<file path="config.mk">
export PLATFORM = sky130hd
export DESIGN_NAME = send_pixel
export DESIGN_NICKNAME = d
export VERILOG_FILES = /design/src/rtl/conv_uart_pkg.sv /design/src/rtl/uart_tx_serializer.sv /design/src/rtl/send_pixel.sv
export SDC_FILE = /design/constraint.sdc
export NUM_CORES = 1
export LEC_CHECK = 0
export ABC_AREA = 1
export ABC_CLOCK_PERIOD_IN_PS = 3100
export CORE_MARGIN = 4
export CORE_UTILIZATION = 37
export DETAILED_ROUTE_END_ITERATION = 8
export MAX_ROUTING_LAYER = met4
export PLACE_DENSITY = 0.58
export SLEW_MARGIN = 20
export SYNTH_ARGS = -nofsm -noshare
export SYNTH_HDL_FRONTEND = slang
export SYNTH_SLANG_ARGS = --single-unit
</file>
<file path="constraint.sdc">
create_clock -name clk -period 3.1 [get_ports clk]
set_input_delay 0.62 -clock clk [delete_from_list [all_inputs] [get_ports clk]]
set_output_delay 0.62 -clock clk [all_outputs]
set_load 0.02 [all_outputs]
</file>
<file path="src/rtl/conv_uart_pkg.sv">
// Shared definitions for the convolution UART link (transmit and receive sides).
// Optional feature macro: TX_PARITY_EN adds an even-parity bit after the data bits.
package conv_uart_pkg;

  typedef enum logic [2:0] {
    IDLE   = 3'd0,
    START  = 3'd1,
    DATA   = 3'd2,
    PARITY = 3'd3,
    STOP   = 3'd4
  } tx_state_t;

  localparam int DEF_BAUD_DIV   = 868;
  localparam int DEF_OUTSIZE    = 250000;
  localparam int DEF_FIFO_DEPTH = 16;
  localparam int DATA_BITS      = 8;

`ifdef TX_PARITY_EN
  localparam int FRAME_BITS = 11;
`else
  localparam int FRAME_BITS = 10;
`endif

endpackage

</file>
<file path="src/rtl/uart_tx_serializer.sv">
// Byte-to-UART serializer: FSM, baud counter and shift register.
// A byte is taken when byte_rdy is high (FSM leaving IDLE or ending STOP with data waiting).
// done pulses on the last cycle of STOP. tx is registered one cycle behind the FSM.
// Optional feature macro: TX_PARITY_EN inserts an even-parity bit after bit 7.
module uart_tx_serializer
  import conv_uart_pkg::*;
#(
  parameter int BAUD_DIV = DEF_BAUD_DIV
) (
  input  logic       clk,
  input  logic       rst,
  input  logic       en,
  input  logic [7:0] byte_in,
  input  logic       byte_vld,
  output logic       byte_rdy,
  output logic       tx,
  output logic       done,
  output logic       idle
);

  localparam int BW = (BAUD_DIV > 1) ? $clog2(BAUD_DIV) : 1;
  localparam logic [BW-1:0] BAUD_LAST = BW'(BAUD_DIV - 1);

  tx_state_t  state;
  tx_state_t  state_nxt;
  logic [BW-1:0] baud_cnt;
  logic [2:0] bit_idx;
  logic [7:0] shift_reg;
  logic       bit_end;
  logic       tx_nxt;
`ifdef TX_PARITY_EN
  logic       parity_bit;
`endif

  assign bit_end = (baud_cnt == BAUD_LAST);

  // State register; en low forces the FSM back to IDLE, aborting any frame
  always_ff @(posedge clk or negedge rst) begin
    if (!rst) begin
      state <= IDLE;
    end else if (!en) begin
      state <= IDLE;
    end else begin
      state <= state_nxt;
    end
  end

  // Baud counter, shift register and registered tx line
  always_ff @(posedge clk or negedge rst) begin
    if (!rst) begin
      baud_cnt  <= '0;
      bit_idx   <= '0;
      shift_reg <= '0;
      tx        <= 1'b1;
`ifdef TX_PARITY_EN
      parity_bit <= 1'b0;
`endif
    end else if (!en) begin
      baud_cnt  <= '0;
      bit_idx   <= '0;
      shift_reg <= '0;
      tx        <= 1'b1;
`ifdef TX_PARITY_EN
      parity_bit <= 1'b0;
`endif
    end else begin
      tx <= tx_nxt;
      if (state == IDLE || bit_end) begin
        baud_cnt <= '0;
      end else begin
        baud_cnt <= baud_cnt + 1'b1;
      end
      if (byte_rdy) begin
        shift_reg <= byte_in;
        bit_idx   <= '0;
`ifdef TX_PARITY_EN
        parity_bit <= ^byte_in;
`endif
      end else if (state == DATA && bit_end) begin
        shift_reg <= shift_reg >> 1;
        bit_idx   <= bit_idx + 1'b1;
      end
    end
  end

  // Next-state logic: each bit lasts exactly BAUD_DIV cycles, STOP chains into START when data waits
  always_comb begin
    state_nxt = state;
    case (state)
      IDLE:   if (byte_vld) state_nxt = START;
      START:  if (bit_end) state_nxt = DATA;
      DATA:   if (bit_end && bit_idx == 3'd7) begin
`ifdef TX_PARITY_EN
                state_nxt = PARITY;
`else
                state_nxt = STOP;
`endif
              end
      PARITY: if (bit_end) state_nxt = STOP;
      STOP:   if (bit_end) state_nxt = byte_vld ? START : IDLE;
      default: state_nxt = IDLE;
    endcase
  end

  // Outputs: byte acceptance, end-of-frame pulse and the next tx level
  always_comb begin
    byte_rdy = en && byte_vld && (state == IDLE || (state == STOP && bit_end));
    done     = en && (state == STOP) && bit_end;
    idle     = (state == IDLE);
    tx_nxt   = 1'b1;
    case (state)
      START:  tx_nxt = 1'b0;
      DATA:   tx_nxt = shift_reg[0];
`ifdef TX_PARITY_EN
      PARITY: tx_nxt = parity_bit;
`else
      PARITY: tx_nxt = 1'b1;
`endif
      default: tx_nxt = 1'b1;
    endcase
  end

endmodule

</file>
<file path="src/rtl/send_pixel.sv">
// UART transmit side of the convolution link: pixel FIFO, valid/ready intake,
// sent/accepted byte counters and the sticky finished flag around uart_tx_serializer.
// Optional feature macro: TX_PARITY_EN (even parity bit, 11-bit frame).
module send_pixel
  import conv_uart_pkg::*;
#(
  parameter int BAUD_DIV   = DEF_BAUD_DIV,
  parameter int OUTSIZE    = DEF_OUTSIZE,
  parameter int FIFO_DEPTH = DEF_FIFO_DEPTH
) (
  input  logic        clk,
  input  logic        rst,
  input  logic        en,
  input  logic [7:0]  pix_in,
  input  logic        pix_vld,
  output logic        pix_rdy,
  output logic        tx,
  output logic        busy,
  output logic        finished,
  output logic [31:0] sent_cnt
);

  localparam int AW = $clog2(FIFO_DEPTH);
  localparam logic [31:0] OUT_LIMIT = 32'(OUTSIZE);

  logic [7:0]  fifo_mem [FIFO_DEPTH];
  logic [AW:0] wr_ptr;
  logic [AW:0] rd_ptr;
  logic        fifo_empty;
  logic        fifo_full;
  logic        push;
  logic        pop;
  logic [31:0] acc_cnt;
  logic        ser_done;
  logic        ser_idle;

  assign fifo_empty = (wr_ptr == rd_ptr);
  assign fifo_full  = (wr_ptr[AW] != rd_ptr[AW]) && (wr_ptr[AW-1:0] == rd_ptr[AW-1:0]);
  assign pix_rdy    = en && !fifo_full && (acc_cnt < OUT_LIMIT);
  assign push       = pix_vld && pix_rdy;
  assign busy       = !finished && (!ser_idle || !fifo_empty);

  // FIFO storage; contents are don't-care once the pointers are cleared
  always_ff @(posedge clk) begin
    if (push) begin
      fifo_mem[wr_ptr[AW-1:0]] <= pix_in;
    end
  end

  // FIFO pointers; the extra MSB separates full from empty
  always_ff @(posedge clk or negedge rst) begin
    if (!rst) begin
      wr_ptr <= '0;
      rd_ptr <= '0;
    end else if (!en) begin
      wr_ptr <= '0;
      rd_ptr <= '0;
    end else begin
      if (push) wr_ptr <= wr_ptr + 1'b1;
      if (pop)  rd_ptr <= rd_ptr + 1'b1;
    end
  end

  // Accepted/sent counters and finished flag; intake stops once a full image is accepted
  always_ff @(posedge clk or negedge rst) begin
    if (!rst) begin
      acc_cnt  <= '0;
      sent_cnt <= '0;
      finished <= 1'b0;
    end else if (!en) begin
      acc_cnt  <= '0;
      sent_cnt <= '0;
      finished <= 1'b0;
    end else begin
      if (push) acc_cnt <= acc_cnt + 1'b1;
      if (ser_done) begin
        sent_cnt <= sent_cnt + 1'b1;
        if (sent_cnt == OUT_LIMIT - 32'd1) finished <= 1'b1;
      end
    end
  end

  uart_tx_serializer #(
    .BAUD_DIV (BAUD_DIV)
  ) u_ser (
    .clk      (clk),
    .rst      (rst),
    .en       (en),
    .byte_in  (fifo_mem[rd_ptr[AW-1:0]]),
    .byte_vld (!fifo_empty),
    .byte_rdy (pop),
    .tx       (tx),
    .done     (ser_done),
    .idle     (ser_idle)
  );

endmodule

</file>
After elaboration in Yosys (flattened, before gate mapping)

Memory sizes are Yosys's and may differ from the RTL's.
Index checks and enable logic that the tools add are counted.

Input port bits: 12
Memories: 1
Memory bits (writable): 128
Logic and storage cells: 91
Flip-flop bits (word level): 100

Memory list:

| memory   | depth | width | rd ports | clocked after memory_dff | write ports | line             | text |
|---|---|---|---|---|---|---|---|
| fifo_mem | 16    | 8     | 1        | 0                        | 1           | send_pixel.sv:26 | `logic [7:0] fifo_mem [FIFO_DEPTH];` |

Reduce and logical (&&, ||, !) cells: 22
Equal/unequal tests: 20
$lt $le $gt $ge: 1
Mux-type cells: 31
Add/sub/neg operators: 6

Operators with widths:

| kind                    | count |
|---|---|
| $mux W32                | 4 |
| $add A32 B1 Y32 const B | 2 |
| $eq A32 B18 Y1 const B  | 1 |
| $lt A32 B18 Y1 const B  | 1 |
| $mux W3                 | 9 |
| $mux W8                 | 3 |
| $mux W10                | 2 |
| $mux W5                 | 4 |
| $pmux W3 S5             | 1 |
| $logic_and A1 B1 Y1     | 12 |
| $add A10 B1 Y10 const B | 1 |
| $add A5 B1 Y5 const B   | 2 |
| $eq A10 B10 Y1 const B  | 1 |
| $ne A3 B2 Y1 const B    | 3 |
| $ne A2 B1 Y1 const B    | 4 |
| $mux W1                 | 7 |
| $eq A3 B2 Y1 const B    | 2 |
| $eq A3 B3 Y1 const B    | 2 |
| $ne A3 B3 Y1 const B    | 2 |
| $eq A5 B5 Y1            | 1 |
| $reduce_and A5 Y1       | 1 |
| $eq A4 B4 Y1            | 1 |
| $logic_not A1 Y1        | 4 |
| $add A3 B1 Y3 const B   | 1 |
| other kinds (7)         | 9 |

Logic depth before layout (Yosys ltp)

Gate-level depths: netlist of run 1.

Word-level depth: 8
Gate-level depth with buffers: 12

Cells and area by module

Synthesis of run 1 repeated with hierarchy kept, for this count alone.

Cell total of the unflattened synthesis: 1212
Area, all modules: 10856.7 sq um

By module, submodules not included:

| module             | area an instance (sq um) | sequential area each (sq um) | cells each | times used |
|---|---|---|---|---|
| send_pixel         | 9502.9                   | 5720.5                       | 1038       | 1 |
| uart_tx_serializer | 1353.8                   | 626.9                        | 174        | 1 |

Worst setup path after synthesis of run 1

No wires, ideal clock.

Path kind: input to register
From: input en
To: memory fifo_mem[15][0], enable pin
Data required time: 2.730 ns
Arrival: 1.976 ns
Path slack: 0.754 ns
Stages: 10
Library setup time: 0.370 ns
Cell sequence: buf_4 > inv_4 > nor2_1 > nand4_1 > nor2_2 > nand3_2 > inv_2 > nand2_2 > buf_4 > nor2_1

Word-level cells in the longest chain between the ends: 5

Ends and longest elaborated chain:

| what                              | line             | text |
|---|---|---|
| start: declaration                | send_pixel.sv:13 | `input logic en,` |
| $logic_and A1 B1 Y1 (2 in series) | send_pixel.sv:39 | `assign pix_rdy = en && !fifo_full && (acc_cnt < OUT_LIMIT);` |
| net pix_rdy                       | send_pixel.sv:16 | `output logic pix_rdy,` |
| $logic_and A1 B1 Y1               | send_pixel.sv:40 | `assign push = pix_vld && pix_rdy;` |
| $mux W1                           | send_pixel.sv:45 | `if (push) begin` |
| $mux W1 (implied by the code)     | send_pixel.sv:46 | `fifo_mem[wr_ptr[AW-1:0]] <= pix_in;` |
| end: declaration                  | send_pixel.sv:26 |  |

The timed path passes the listed nets, and every way through them passes these cells.

Final worst setup path of run 1

From: register wr_ptr[3]
To: output pix_rdy

Word-level cells in the longest chain between the ends: 5

Ends and longest elaborated chain:

| what                              | line             | text |
|---|---|---|
| start: declaration                | send_pixel.sv:27 | `logic [AW:0] wr_ptr;` |
| start signal: assignment          | send_pixel.sv:59 | `if (push) wr_ptr <= wr_ptr + 1'b1;` |
| $eq A4 B4 Y1                      | send_pixel.sv:38 | `assign fifo_full = (wr_ptr[AW] != rd_ptr[AW]) && (wr_ptr[AW-1:0] == rd_ptr[AW-1:0]);` |
| $logic_and A1 B1 Y1               | send_pixel.sv:38 |  |
| $logic_not A1 Y1                  | send_pixel.sv:39 |  |
| $logic_and A1 B1 Y1 (2 in series) | send_pixel.sv:39 |  |
| end: declaration                  | send_pixel.sv:16 |  |

No other way between the ends.

==> impl_metrics.xml, run 1 <==
<?xml version="1.0" encoding="UTF-8"?>
<metrics>
  <group name="hold_path">
    <metric name="min_path_type" unit="">input pin to asynchronous set/reset pin</metric>
  </group>
  <group name="synth">
    <metric name="postSynthRegisterBits" unit="">228</metric>
    <metric name="yosys.cell_types.count" unit="">34</metric>
    <metric name="syn-num-nets" unit="">1284</metric>
    <metric name="synthesis.yosys.warnings" unit="">0</metric>
    <metric name="mapped_cells" unit="">1262</metric>
    <metric name="netlist_area" unit="sq um">11000</metric>
    <metric name="synth-seq-area-share" unit="%">57.5</metric>
    <metric name="syn-mean-instance-area" unit="sq um">8.75</metric>
  </group>
  <group name="sta">
    <metric name="rsz0062_at_grt" unit="">false</metric>
    <metric name="timing.final.crit_share" unit="%">93.8</metric>
    <metric name="worst_clock_skew" unit="ps">30.1</metric>
    <metric name="max_clock_freq" unit="GHz">0.344</metric>
    <metric name="final_worst_path_period_need" unit="ps">2910</metric>
    <metric name="setup_violations" unit="">0</metric>
    <metric name="worst_slew_margin_rel" unit="%">45.1</metric>
    <metric name="tightest_slew" unit="ps">821</metric>
    <metric name="slew_violations" unit="">0</metric>
    <metric name="final.setup.tns" unit="ps">0</metric>
    <metric name="hold_viol_final" unit="">0</metric>
  </group>
  <group name="die">
    <metric name="floorplan.die.width" unit="um">181</metric>
    <metric name="initial_core_util" unit="%">37.9</metric>
    <metric name="rows" unit="">62</metric>
    <metric name="floorplan.io_pins" unit="">48</metric>
    <metric name="height_of_the_die" unit="um">181</metric>
    <metric name="die_footprint" unit="sq um">32700</metric>
    <metric name="core_area" unit="sq um">29100</metric>
  </group>
  <group name="layout">
    <metric name="post_route_cells_drive_above_1_share" unit="%">7.11</metric>
    <metric name="layout_commonest_cell" unit="">nand2_1</metric>
    <metric name="finish.net_count" unit="">1338</metric>
    <metric name="area_delta_synth_final" unit="%">16.3</metric>
    <metric name="largest_register_ffs" unit="">128</metric>
    <metric name="layout.cells.most_common_list" unit="">403 x nand2_1, 160 x nand3_1, 142 x nor2_1, 128 x edfxtp_1, 97 x dfrtp_1</metric>
    <metric name="antenna_cells_inserted" unit="">0</metric>
  </group>
  <group name="placed_design">
    <metric name="gp_congestion" unit="">0.895</metric>
    <metric name="dp_hpwl" unit="um">17500</metric>
    <metric name="port_buffers" unit="">47</metric>
  </group>
  <group name="cts">
    <metric name="clk_latency" unit="ps">550</metric>
    <metric name="cts_tree" unit="">yes</metric>
    <metric name="hold_buffers" unit="">0</metric>
    <metric name="clk_pin_slew" unit="ps">60</metric>
    <metric name="htree_num_levels" unit="">1</metric>
    <metric name="cts-buffers-inserted" unit="">26</metric>
    <metric name="cts_buffer_depth" unit="">3</metric>
    <metric name="cts_sinks" unit="">228</metric>
    <metric name="clock_root_buffer" unit="">clkbuf_16</metric>
  </group>
  <group name="routing">
    <metric name="vias_per_cell" unit="">4.93</metric>
    <metric name="detail_route.drc_violations" unit="">0</metric>
    <metric name="route.antenna.remaining_nets" unit="">0</metric>
    <metric name="detail_route.iter0.violations" unit="">666</metric>
    <metric name="via_count" unit="">8479</metric>
    <metric name="detail_route.wirelength" unit="um">26300</metric>
    <metric name="drt-wirelength-per-cell" unit="um">15.3</metric>
    <metric name="drtPass1Iterations" unit="">5</metric>
  </group>
  <group name="critical_path">
    <metric name="critical_path_cell_sequence" unit="">xor2_1 -&gt; nor2_4 -&gt; nand3_1 -&gt; nand3_2 -&gt; inv_2 -&gt; clkdlybuf4s50_1</metric>
    <metric name="crit_type" unit="">register to primary output</metric>
    <metric name="cp-end-kind" unit="">primary output</metric>
    <metric name="critical_path_peak_fanout" unit="">8</metric>
    <metric name="data_required_time_at_the_worst_endpoint" unit="ps">2480</metric>
    <metric name="critical-path-slowest-cell" unit="">clkdlybuf4s50_1</metric>
    <metric name="worst-endpoint-arrival" unit="ps">2290</metric>
    <metric name="max_stage_delay" unit="ps">590</metric>
    <metric name="critical_path.startpoint_type" unit="">register</metric>
  </group>
  <group name="global_routing">
    <metric name="number_of_global_route_vias_before_repair" unit="">8400</metric>
    <metric name="global_route_wire_length_before_repair" unit="um">43700</metric>
    <metric name="grt_usage" unit="%">16.6</metric>
    <metric name="antenna_found_initial" unit="">0</metric>
    <metric name="globalRoute.totalOverflow" unit="">0</metric>
    <metric name="grt_max_degree" unit="">69</metric>
  </group>
  <group name="pwr">
    <metric name="overall_power" unit="W">0.00761</metric>
    <metric name="irDropWorstVdd" unit="V">0.000432</metric>
    <metric name="cellLeakagePower" unit="nW">5.38</metric>
    <metric name="power_per_cell_area" unit="nW/um^2">593</metric>
  </group>
  <group name="run">
    <metric name="drv.max_cap_violation_count" unit="">0</metric>
  </group>
  <group name="outcome">
    <metric name="outcome" unit="">finished, final reports clean</metric>
  </group>
</metrics>
-- stage by stage --
stage	hold slack (ps)	util [%]	std cells	area, sq um	setup WS, ps
final	98.9	44.1	1720	12800	192
after detailed placement	453	41.0	1672	11900	479
after global routing	136	44.1	1720	12800	30.0
after CTS	118	44.1	1720	12800	133
after global placement	449	41.0	1672	11900	536
after floorplan	324	-	1262	11000	754
-- critical path, delay by kind of cell, from the launching register on --
kind | cells | cell delay, ps
XOR/XNOR | 1 | 270
flip-flops | 1 | 520
buffers and inverters | 2 | 660
AND/OR/NAND/NOR | 3 | 310
-- synthesized netlist by cell type, drive strengths merged --
master,instances,area [sq um]
clkinv,2,7.51
nor2,150,588
o21a,2,15.0
nand2,405,1530
edfxtp,128,3840
nand3,164,841
nand4,23,144
or2,1,6.26
clkbuf,15,56.3
nand3b,13,97.6
dfstp,1,26.3
nor4,3,18.8
buf,31,190
nor3,16,85.1
o22ai,2,12.5
ha,10,125
a21oi,33,176
xnor2,3,26.3
xor2,24,210
inv,99,374
o21ai,38,190
dfrtp,99,2480
-- report_power, final --
part | switching, W | internal, W | total, W
sequential | 0.0000638 | 0.00330 | 0.00337
clock | 0.00123 | 0.00190 | 0.00313
combinational | 0.000783 | 0.000325 | 0.00111
total | 0.00208 | 0.00553 | 0.00761
-- worst paths after layout --
path / cells past startpoint / slack (ps) / to / from
worst max register to register: 7 / 660 / fifo_mem[2][4]$_DFFE_PP_ / wr_ptr[3]$_DFFE_PN0P_
min in group clk: 3 / 410 / finished$_DFFE_PN0P_ / en
worst min-delay path: 1 / 100 / u_ser.shift_reg[3]$_DFFE_PN0P_ / rst
worst max-delay path: 6 / 190 / pix_rdy / wr_ptr[3]$_DFFE_PN0P_
max in group asynchronous: 2 / 2240 / u_ser.tx$_DFF_PN1_ / rst
worst min register to register: 2 / 470 / acc_cnt[29]$_DFFE_PN0P_ / acc_cnt[29]$_DFFE_PN0P_
-- metal layers --
layer / GRT usage, % / vias up / wire length, um
li1: - / 4265 / -
met1: 21.9 / 3939 / 11800
met2: 27.1 / 232 / 12500
met3: 2.69 / 43 / 1470
met4: 3.87 / 0 / 556
met5: - / - / 0
-- timing repair --
action                                  in CTS  in global routing
endpoints found under the setup margin       0                  1
setup buffers                                0                  0
gates resized for setup                      0                  1
-- layout make-up --
| class | count | area [sq um] |
|---|---|---|
| flip-flops and latches | 228 | 6350 |
| inverters | 101 | 382 |
| clock buffers | 36 | 728 |
| multi-input cells | 887 | 4060 |
| well taps | 384 | 480 |
| clock inverters | 12 | 165 |
| repair buffers | 72 | 666 |
| fillers | 2850 | 16300 |
-- kinds of logic (layout without fill, tap and decap cells) --
| group | count (synthesis) | count (layout) | share of synthesized area, % |
|---|---|---|---|
| buffers and inverters | 147 | 221 | 5.69 |
| xor gates and xnor gates | 27 | 27 | 2.14 |
| adders and majority gates | 10 | 10 | 1.13 |
| AOI/OAI and AO/OA | 75 | 75 | 3.57 |
| and+or+nand+nor | 775 | 775 | 30.0 |
| DFF | 228 | 228 | 57.5 |
(Power assumes the default switching activity.)
==> inputs of run 2 (changes only) <==
- CTS_CLUSTER_SIZE: not set -> 20
==> results of run 2 <==
Final layout, timing and power as in run 1 (identical DEF).
==> inputs of run 3 (changes only) <==
- GPL_TIMING_DRIVEN: not set -> 1
==> results of run 3 <==
Final layout, timing and power as in run 1 (identical DEF).
